### config.mk
export PLATFORM = sky130hd
export DESIGN_NAME = seg_display_scanner_flat
export DESIGN_NICKNAME = d
export VERILOG_FILES = /design/src/rtl/seg_display_scanner_if.sv /design/src/rtl/seg_display_scanner.sv /design/src/flat_wrapper.sv
export SDC_FILE = /design/constraint.sdc
export NUM_CORES = 1
export LEC_CHECK = 0
export BUFFER_PORTS_ARGS = -buffer_cell sky130_fd_sc_hd__buf_2
export CORE_ASPECT_RATIO = 1.25
export CORE_MARGIN = 3
export CORE_UTILIZATION = 40
export CTS_CLUSTER_DIAMETER = 40
export DETAILED_ROUTE_END_ITERATION = 8
export PLACE_DENSITY = 0.56
export SYNTH_ARGS = -nofsm -noshare
export SYNTH_HDL_FRONTEND = slang
export SYNTH_SLANG_ARGS = --single-unit
### constraint.sdc
create_clock -name clk_i -period 5.1 [get_ports clk_i]
set_clock_uncertainty 0.15 [all_clocks]
set_input_delay 0 -clock clk_i [delete_from_list [all_inputs] [get_ports clk_i]]
set_output_delay 0 -clock clk_i [all_outputs]
set_load 0.02 [all_outputs]
### src/rtl/seg_display_scanner_if.sv
// Display-side bundle for seg_display_scanner.
//   enable      : 1 = scan, 0 = display dark
//   digits      : one hex nibble per digit, digit 0 in bits [3:0] (rightmost)
//   blink_mask  : per-digit blink enable
//   blank_mask  : per-digit forced dark
//   dp_mask     : per-digit decimal point
//   lz_en       : leading-zero suppression enable
//   seg         : active-low segments, [6:0] = a..g, [7] = dp
//   an          : active-low anodes, one-hot-low
//   frame_start : one-cycle pulse after an input snapshot is taken
// master = the logic feeding the display, slave = the scanner.
interface seg_display_scanner_if #(
  parameter int unsigned NUM_DIGITS = 4
);
  logic                    enable;
  logic [4*NUM_DIGITS-1:0] digits;
  logic [NUM_DIGITS-1:0]   blink_mask;
  logic [NUM_DIGITS-1:0]   blank_mask;
  logic [NUM_DIGITS-1:0]   dp_mask;
  logic                    lz_en;
  logic [7:0]              seg;
  logic [NUM_DIGITS-1:0]   an;
  logic                    frame_start;

  modport master (
    output enable, digits, blink_mask, blank_mask, dp_mask, lz_en,
    input  seg, an, frame_start
  );

  modport slave (
    input  enable, digits, blink_mask, blank_mask, dp_mask, lz_en,
    output seg, an, frame_start
  );
endinterface

### src/rtl/seg_display_scanner.sv
// Multi-digit seven-segment scan driver. Time-multiplexes NUM_DIGITS hex digits onto one
// shared active-low segment bus with per-digit blink, blank, decimal point and optional
// leading-zero suppression. All display inputs are snapshotted once per frame so a frame
// never tears.
// Ports:
//   clk_i   : system clock
//   rst_ni  : asynchronous active-low reset
//   disp_io : display bundle (slave modport), see seg_display_scanner_if
module seg_display_scanner #(
  parameter int unsigned NUM_DIGITS = 4,
  parameter int unsigned SCAN_DIV   = 83333,
  parameter int unsigned BLINK_DIV  = 25000000
) (
  input  logic                  clk_i,
  input  logic                  rst_ni,
  seg_display_scanner_if.slave  disp_io
);

  localparam int unsigned IdxW   = (NUM_DIGITS > 1) ? $clog2(NUM_DIGITS) : 1;
  localparam int unsigned ScanW  = $clog2(SCAN_DIV);
  localparam int unsigned BlinkW = $clog2(BLINK_DIV);
  localparam logic [IdxW-1:0]   LastIdx  = IdxW'(NUM_DIGITS - 1);
  localparam logic [ScanW-1:0]  ScanMax  = ScanW'(SCAN_DIV - 1);
  localparam logic [BlinkW-1:0] BlinkMax = BlinkW'(BLINK_DIV - 1);

  function automatic logic [6:0] hex7(input logic [3:0] v);
    logic [6:0] s;
    unique case (v)
      4'h0: s = 7'h40;
      4'h1: s = 7'h79;
      4'h2: s = 7'h24;
      4'h3: s = 7'h30;
      4'h4: s = 7'h19;
      4'h5: s = 7'h12;
      4'h6: s = 7'h02;
      4'h7: s = 7'h78;
      4'h8: s = 7'h00;
      4'h9: s = 7'h10;
      4'hA: s = 7'h08;
      4'hB: s = 7'h03;
      4'hC: s = 7'h46;
      4'hD: s = 7'h21;
      4'hE: s = 7'h06;
      default: s = 7'h0E;
    endcase
    return s;
  endfunction

  logic [ScanW-1:0]        scan_cnt_q, scan_cnt_d;
  logic [IdxW-1:0]         idx_q, idx_d;
  logic [BlinkW-1:0]       blink_cnt_q, blink_cnt_d;
  logic                    blink_on_q, blink_on_d;
  logic                    load_pending_q, load_pending_d;
  logic                    frame_start_q, frame_start_d;
  logic [7:0]              seg_q, seg_d;
  logic [NUM_DIGITS-1:0]   an_q, an_d;
  logic [4*NUM_DIGITS-1:0] snap_digits_q, snap_digits_d;
  logic [NUM_DIGITS-1:0]   snap_blink_q, snap_blink_d;
  logic [NUM_DIGITS-1:0]   snap_blank_q, snap_blank_d;
  logic [NUM_DIGITS-1:0]   snap_dp_q, snap_dp_d;
  logic                    snap_lz_q, snap_lz_d;

  // Values the current digit is rendered from.
  logic [4*NUM_DIGITS-1:0] view_digits;
  logic [NUM_DIGITS-1:0]   view_blink, view_blank, view_dp;
  logic                    view_lz;
  logic [3:0]              dig_arr [NUM_DIGITS];
  logic                    lz_hit;
  logic [7:0]              digit_seg;
  logic                    scan_wrap, load;

  // Blink timebase free-runs regardless of enable.
  always_comb begin
    blink_cnt_d = blink_cnt_q + BlinkW'(1);
    blink_on_d  = blink_on_q;
    if (blink_cnt_q == BlinkMax) begin
      blink_cnt_d = '0;
      blink_on_d  = ~blink_on_q;
    end
  end

  always_comb begin
    // While a load is pending the snapshot is being replaced this cycle, so render from the
    // incoming values; otherwise the first slot after (re)enable would show stale data.
    if (load_pending_q) begin
      view_digits = disp_io.digits;
      view_blink  = disp_io.blink_mask;
      view_blank  = disp_io.blank_mask;
      view_dp     = disp_io.dp_mask;
      view_lz     = disp_io.lz_en;
    end else begin
      view_digits = snap_digits_q;
      view_blink  = snap_blink_q;
      view_blank  = snap_blank_q;
      view_dp     = snap_dp_q;
      view_lz     = snap_lz_q;
    end

    // lz_hit: every digit from the most significant down to idx is zero.
    lz_hit = 1'b1;
    for (int unsigned i = 0; i < NUM_DIGITS; i++) begin
      dig_arr[i] = view_digits[4*i +: 4];
      if ((i >= 32'(idx_q)) && (dig_arr[i] != 4'h0)) begin
        lz_hit = 1'b0;
      end
    end

    digit_seg = {~view_dp[idx_q], hex7(dig_arr[idx_q])};
    if (view_blank[idx_q]) begin
      digit_seg = 8'hFF;
    end else if (view_blink[idx_q] && !blink_on_q) begin
      digit_seg = 8'hFF;
    end else if (view_lz && (idx_q != '0) && lz_hit) begin
      digit_seg[6:0] = 7'h7F;
    end
  end

  always_comb begin
    scan_cnt_d     = scan_cnt_q;
    idx_d          = idx_q;
    load_pending_d = load_pending_q;
    frame_start_d  = 1'b0;
    seg_d          = 8'hFF;
    an_d           = '1;
    snap_digits_d  = snap_digits_q;
    snap_blink_d   = snap_blink_q;
    snap_blank_d   = snap_blank_q;
    snap_dp_d      = snap_dp_q;
    snap_lz_d      = snap_lz_q;
    scan_wrap      = (scan_cnt_q == ScanMax);
    load           = 1'b0;

    if (!disp_io.enable) begin
      scan_cnt_d     = '0;
      idx_d          = '0;
      load_pending_d = 1'b1;
    end else begin
      scan_cnt_d = scan_wrap ? '0 : scan_cnt_q + ScanW'(1);
      if (scan_wrap) begin
        idx_d = (idx_q == LastIdx) ? '0 : idx_q + IdxW'(1);
      end
      // Snapshot at the end of the last digit slot, or immediately on (re)enable.
      load = load_pending_q || (scan_wrap && (idx_q == LastIdx));
      if (load) begin
        snap_digits_d  = disp_io.digits;
        snap_blink_d   = disp_io.blink_mask;
        snap_blank_d   = disp_io.blank_mask;
        snap_dp_d      = disp_io.dp_mask;
        snap_lz_d      = disp_io.lz_en;
        load_pending_d = 1'b0;
      end
      frame_start_d = load;
      an_d[idx_q]   = 1'b0;
      seg_d         = digit_seg;
    end
  end

  always_ff @(posedge clk_i or negedge rst_ni) begin
    if (!rst_ni) begin
      scan_cnt_q     <= '0;
      idx_q          <= '0;
      blink_cnt_q    <= '0;
      blink_on_q     <= 1'b1;
      load_pending_q <= 1'b1;
      frame_start_q  <= 1'b0;
      seg_q          <= 8'hFF;
      an_q           <= '1;
      snap_digits_q  <= '0;
      snap_blink_q   <= '0;
      snap_blank_q   <= '0;
      snap_dp_q      <= '0;
      snap_lz_q      <= 1'b0;
    end else begin
      scan_cnt_q     <= scan_cnt_d;
      idx_q          <= idx_d;
      blink_cnt_q    <= blink_cnt_d;
      blink_on_q     <= blink_on_d;
      load_pending_q <= load_pending_d;
      frame_start_q  <= frame_start_d;
      seg_q          <= seg_d;
      an_q           <= an_d;
      snap_digits_q  <= snap_digits_d;
      snap_blink_q   <= snap_blink_d;
      snap_blank_q   <= snap_blank_d;
      snap_dp_q      <= snap_dp_d;
      snap_lz_q      <= snap_lz_d;
    end
  end

  assign disp_io.seg         = seg_q;
  assign disp_io.an          = an_q;
  assign disp_io.frame_start = frame_start_q;

endmodule

### src/flat_wrapper.sv
// flat-port wrapper written by rule: the top's interface ports become plain ports
module seg_display_scanner_flat 
#(
  parameter int unsigned NUM_DIGITS = 4,
  parameter int unsigned SCAN_DIV   = 83333,
  parameter int unsigned BLINK_DIV  = 25000000
)
  (clk_i, rst_ni, disp_io_enable, disp_io_digits, disp_io_blink_mask, disp_io_blank_mask, disp_io_dp_mask, disp_io_lz_en, disp_io_seg, disp_io_an, disp_io_frame_start);
  seg_display_scanner_if #(.NUM_DIGITS(NUM_DIGITS)) disp_io_i ();
  input  logic clk_i;
  input  logic rst_ni;
  input wire logic [$bits(disp_io_i.enable)-1:0] disp_io_enable;
  input wire logic [$bits(disp_io_i.digits)-1:0] disp_io_digits;
  input wire logic [$bits(disp_io_i.blink_mask)-1:0] disp_io_blink_mask;
  input wire logic [$bits(disp_io_i.blank_mask)-1:0] disp_io_blank_mask;
  input wire logic [$bits(disp_io_i.dp_mask)-1:0] disp_io_dp_mask;
  input wire logic [$bits(disp_io_i.lz_en)-1:0] disp_io_lz_en;
  output wire logic [$bits(disp_io_i.seg)-1:0] disp_io_seg;
  output wire logic [$bits(disp_io_i.an)-1:0] disp_io_an;
  output wire logic [$bits(disp_io_i.frame_start)-1:0] disp_io_frame_start;
  assign disp_io_i.enable = disp_io_enable;
  assign disp_io_i.digits = disp_io_digits;
  assign disp_io_i.blink_mask = disp_io_blink_mask;
  assign disp_io_i.blank_mask = disp_io_blank_mask;
  assign disp_io_i.dp_mask = disp_io_dp_mask;
  assign disp_io_i.lz_en = disp_io_lz_en;
  assign disp_io_seg = disp_io_i.seg;
  assign disp_io_an = disp_io_i.an;
  assign disp_io_frame_start = disp_io_i.frame_start;
  seg_display_scanner #(.NUM_DIGITS(NUM_DIGITS), .SCAN_DIV(SCAN_DIV), .BLINK_DIV(BLINK_DIV)) u_core (.clk_i(clk_i), .rst_ni(rst_ni), .disp_io(disp_io_i));
endmodule
## Word level (Yosys, flattened, before mapping)

Memory sizes are Yosys's and may differ from the RTL's.
Index checks and enable logic that the tools add are counted.

| storage, ports and cells | value |
|---|---|
| register bits | 88 |
| logic and storage cells | 83 |
| memories kept | 1 |
| input port bits | 32 |
| bits in read-only memories | 112 |

Memories:

| name | depth | bits a word | rd ports | clocked after memory_dff | write ports | RTL line | source |
|---|---|---|---|---|---|---|---|
| (name not given) | 16 | 7 | 1 | 0 | 0 | seg_display_scanner.sv:28 | `unique case (v)` |

| operators by class | value |
|---|---|
| equality and inequality tests | 5 |
| order comparisons | 6 |
| muxes and demuxes | 35 |
| bitwise operators | 4 |
| $add $sub $neg | 3 |
| reduce and logical (&&, ||, !) cells | 16 |

Operators with widths:

| cell | count |
|---|---|
| $mux 17 | 2 |
| $add 25x1->25 const B | 1 |
| $eq 25x25->1 const B | 1 |
| $mux 25 | 1 |
| $mux 4 | 6 |
| $add 17x1->17 const B | 1 |
| $eq 17x17->1 const B | 1 |
| $mux 16 | 1 |
| $mux 8 | 2 |
| $reduce_bool 4->1 | 4 |
| $mux 7 | 2 |
| $mux 1 | 13 |
| $bmux 4 s2 | 1 |
| $logic_and 1x1->1 | 8 |
| $bmux 1 s2 | 3 |
| $mux 2 | 3 |
| $ge 1x2->1 const A | 2 |
| $ne 2x1->1 const B | 2 |
| $not 4->4 | 1 |
| $ge 3x3->1 const B | 1 |
| $lt 2x3->1 const B | 1 |
| $not 2->3 | 1 |
| $add 2x1->2 const B | 1 |
| $demux 1 s2 | 1 |
| other kinds (8) | 9 |

## Logic depth before layout (Yosys ltp)

| depth | value |
|---|---|
| depth after elaboration | 12 |
| depth in mapped cells | 8 |

## Least setup slack after synthesis

No wires, ideal clock.

| timing | value |
|---|---|
| path type | reg-to-reg |
| start point | reg u_core.load_pending_q |
| end point | reg u_core.seg_q[3], in the netlist u_core.disp_io.seg[3] |
| setup time | 81 ps |
| path slack | 2714 ps |
| period minus slack after synthesis | 2386 ps |
| path buffers | 1 |
| stages on the path, launching flop included | 8 |
| arrival time | 2155 ps |
| path through | dfstp_2 -> buf_6 -> mux4_2 -> mux2_2 -> inv_1 -> ha_1 -> a211o_1 -> o211ai_1 |

| between the ends | value |
|---|---|
| longest elaborated chain between the ends | 12 |
| elaborated cells on any way between the ends | 30 |
| those cells by class | 19 x mux; 10 x reduce/logical; 1 x memory |

Ends and longest elaborated chain:

| item | RTL line | source |
|---|---|---|
| start, declared | seg_display_scanner.sv:53 | `logic load_pending_q, load_pending_d;` |
| start signal, assigned | seg_display_scanner.sv:178 | `load_pending_q <= load_pending_d;` |
| branches (longest 10 deep; another with $mem_v2 16x7) | n/a |  |
| $mux 8 * | seg_display_scanner.sv:109 | `if (view_blank[idx_q]) begin` |
| $mux 8 * | seg_display_scanner.sv:133 | `if (!disp_io.enable) begin` |
| via u_core.seg_d[3] | seg_display_scanner.sv:55 | `logic [7:0] seg_q, seg_d;` |
| end signal, assigned | seg_display_scanner.sv:180 | `seg_q <= seg_d;` |
| end, declared | seg_display_scanner.sv:55 |  |

Mark *: on every way through the listed nets, which the timed path passes. The select of a mux whose other input is x is not followed.
A chain may end at the register's enable or synchronous reset.

## Worst setup path in the final report

Ends and elaborated chain as after synthesis.

==> summary.md <==
| Metric | Value |
|---|---|
| Setup CP Type | reg2reg |
| Status | finished, final reports clean |
| Io pins | 45 |
| Reg2reg setup slack | 2.30 ns |
| DP Area | 0.00481 mm2 |
| Worst EP arrival | between 2 and 3 ns |
| Die Ht | around 120 um |
| Final antenna-violating net count | 0 |
| Endpoints failing setup | 0 |
| Ys flop type | dfrtp_1 |
| Area occupied by multi-input gates | about 0.0021 mm2 |
| FILL cells | 940 |
| Post-synth ARST share | 1.00 |
| Dpl hpwl | 6270 um |
| Critical Path RT | 5.21 ns |
| RSZ-0062 raised after global routing | false |
| Sink Count | 88 |
| CTS Buffer Depth | 2 |
| Chip width | between 100 and 150 um |
| Routability congestion estimate | ~0.8 |
| Main area contributors after synthesis | dfrtp_1 41%, mux2_2 8.3%, dfstp_2 8.2%, mux4_2 7.0%, xnor2_1 4.9% |
| Final wirelength | 9080 um |
| Clk Latency, worst-skew pair | 0.34 ns |
| Mean Syn Cell Area | 11.8 um2 |
| Largest net degree at the start of global routing | 47 |
| Synth top area share | 0.412 |
| Clock Pin Slew Worst Setup and Hold Paths | around 0.07 ns |
| Pwr Density | about 300 mW/mm2 |
| Register area share after synthesis | 0.493 |
| CP Capture Type | register |
| Final min period | 2.80 ns |
| Final setup margin | 2.30 ns |
| Cells after Synth | 380 |
| First-pass GRT wire length | 15800 um |
| Sum Neg Setup Slack | 0 ns |
| FF+latch area | 0.00222 mm2 |
| Post-synth top cells | 74 x dfrtp_1, 38 x nor2_1, 33 x mux2_2, 25 x xnor2_1, 24 x nand2_1 |
| Max_cap viols | 0 |
| Finished Cell Area | approximately 0.0054 mm2 |
| Initial DRC count | 86 |
| GRT Util Overall | 0.157 |
| Final Cycle Share | 0.550 |
| PostCTS Resize Cnt | 0 |
| Max rail drop VDD | 0.182 mV |
| Dpl ws | 2.32 ns |
| Seq cells post-synth | 88 |
| H-tree levels | 3 |
| CP Launch Type | register |
| Syn_nets | about 430 |
| Port bufs | 44 |
| Yosys warning count | 0 |
| Grt ovf | 0 |
| Number of diodes | 0 |
| Wirelength per Cell | 15.3 um |
| Root buffer selected by CTS | clkbuf_16 |
| Initial antenna violation count | 0 |
| DRC | 0 |
| Max Clk Rate | 0.357 GHz |
| LEAKAGE | 2.24 nW |
| Std cell rows | 42 |
| Hold Path Class | in2async |
| Count leader, synth | dfrtp_1 |
| Synth area leader | dfrtp_1 |
| Hold Vio Cnt, Final | 0 |
| Netlist cell types | 45 |
| Slew Limit Fails | 0 |
| Worst slew pin tran | 0.765 ns |
| Reg2reg path depth | 5 |
| TritonCTS buffer count | 9 |
| Starting Density | 0.418 |
| Avg Vias per Cell | 5.31 |
| Final net count | 501 |
| Share of cells above drive strength 1 | 0.283 |
| Max FO, Critical Path | 19 |
| Core outline area | 0.0108 mm2 |
| Drt pass-1 iters | 4 |
| Post-synth EDFFs | 0 |
| Slew margin rel. | 0.490 |
| Via Count | around 3.1k |
| Die ar. | 0.0126 mm2 |
| Vias in the first global route | 3202 |
| CTS tree | done |
| P&R area growth vs syn | 20.2% |
| Synthesized cell area | 0.00450 mm2 |
## metal layers
layer / routed length, um / share of wire / GRT usage / up-vias
li1: - / - / - / 1516
met1: 4180 / 0.46 / 0.209 / 1554
met2: 4440 / 0.49 / 0.247 / 61
met3: 315 / 0.035 / 0.0364 / 10
met4: 149 / 0.016 / 0.0587 / 0
met5: 0 / 0 / 0 / -
## report_power, final
group	total (mW)	switching, mW	internal (mW)
combinational	0.193	0.0885	0.105
sequential	0.774	0.0291	0.745
clock	0.633	0.288	0.345
## cells in the final DEF, fill, tap and decap left out, drive strengths merged, types with 10 or more instances in the layout
| cell | synthesis | routed |
|---|---|---|
| buf | 11 | 47 |
| a21oi | 11 | 11 |
| xnor2 | 25 | 25 |
| nor2 | 38 | 38 |
| dfrtp | 74 | 74 |
| nand4 | 10 | 10 |
| nand3 | 16 | 16 |
| inv | 12 | 14 |
| nand2 | 24 | 24 |
| dfstp | 14 | 14 |
| ha | 14 | 14 |
| mux4 | 14 | 14 |
| dlygate4sd3 | 0 | 31 |
| nor3 | 11 | 11 |
| clkbuf | 3 | 10 |
| mux2 | 33 | 33 |
## layout make-up
type	instances	share of cell area
clock inverter	6	0.00787
inverter	12	0.00833
clock buffer	10	0.0442
multi-input combinational	266	0.396
timing repair buffer	78	0.103
tap	132	0.0305
sequential	88	0.411
## flip-flops by register name, summed over array words and instances, names as in the netlist
register	count
u_core.disp_io.seg	8
u_core.snap_blank_q	4
u_core.blink_cnt_q	25
u_core.snap_dp_q	4
u_core.snap_digits_q	16
u_core.disp_io.an	4
u_core.idx_q	2
u_core.load_pending_q	1
u_core.disp_io.frame_start	1
u_core.blink_on_q	1
u_core.snap_lz_q	1
u_core.scan_cnt_q	17
u_core.snap_blink_q	4
## critical path: stages (launching register included)
cell and delay (ns):
dfstp_2 0.89, mux4_2 0.59, mux2i_2 0.59, nor2_1 0.14
a211o_1 0.26, o211ai_1 0.09
## cell families after synthesis
logic type | after synthesis | synth area share
and+or+nand+nor | 133 | 0.151
buffers and inverters | 26 | 0.0309
xor gates and xnor gates | 34 | 0.0662
muxes | 56 | 0.174
AOI/OAI and AO/OA | 29 | 0.0451
DFF | 88 | 0.493
adders and majority gates | 14 | 0.0389
## path summary, 6_finish.rpt
kind	start	to
min reg2reg	u_core.blink_cnt_q[0]	u_core.blink_cnt_q[0]
min	rst_ni	u_core.scan_cnt_q[12]
max reg2reg	u_core.load_pending_q	u_core.disp_io.seg[3]
max	u_core.load_pending_q	u_core.disp_io.seg[3]
min in group clk_i	disp_io_lz_en	u_core.snap_lz_q
max in group asynchronous	rst_ni	u_core.snap_digits_q[2]
## through the flow
stage	util	power (mW)	hold WS, ns	std cells
6_report	0.502	1.60	0.0180	592
5_1_grt	0.502	1.67	0.0982	592
4_1_cts	0.502	1.61	0.0642	592
3_5_place_dp	0.447	0.963	-0.119	545
3_3_place_gp	0.447	0.960	-0.123	545
2_1_floorplan	-	0.903	-0.446	380
## timing repair
| item | in CTS | in global routing |
|---|---|---|
| buffers inserted | 0 | 0 |
| hold endpoints to repair | 82 | 0 |
| hold buffers | 31 | 0 |
(Power assumes the default switching activity.)
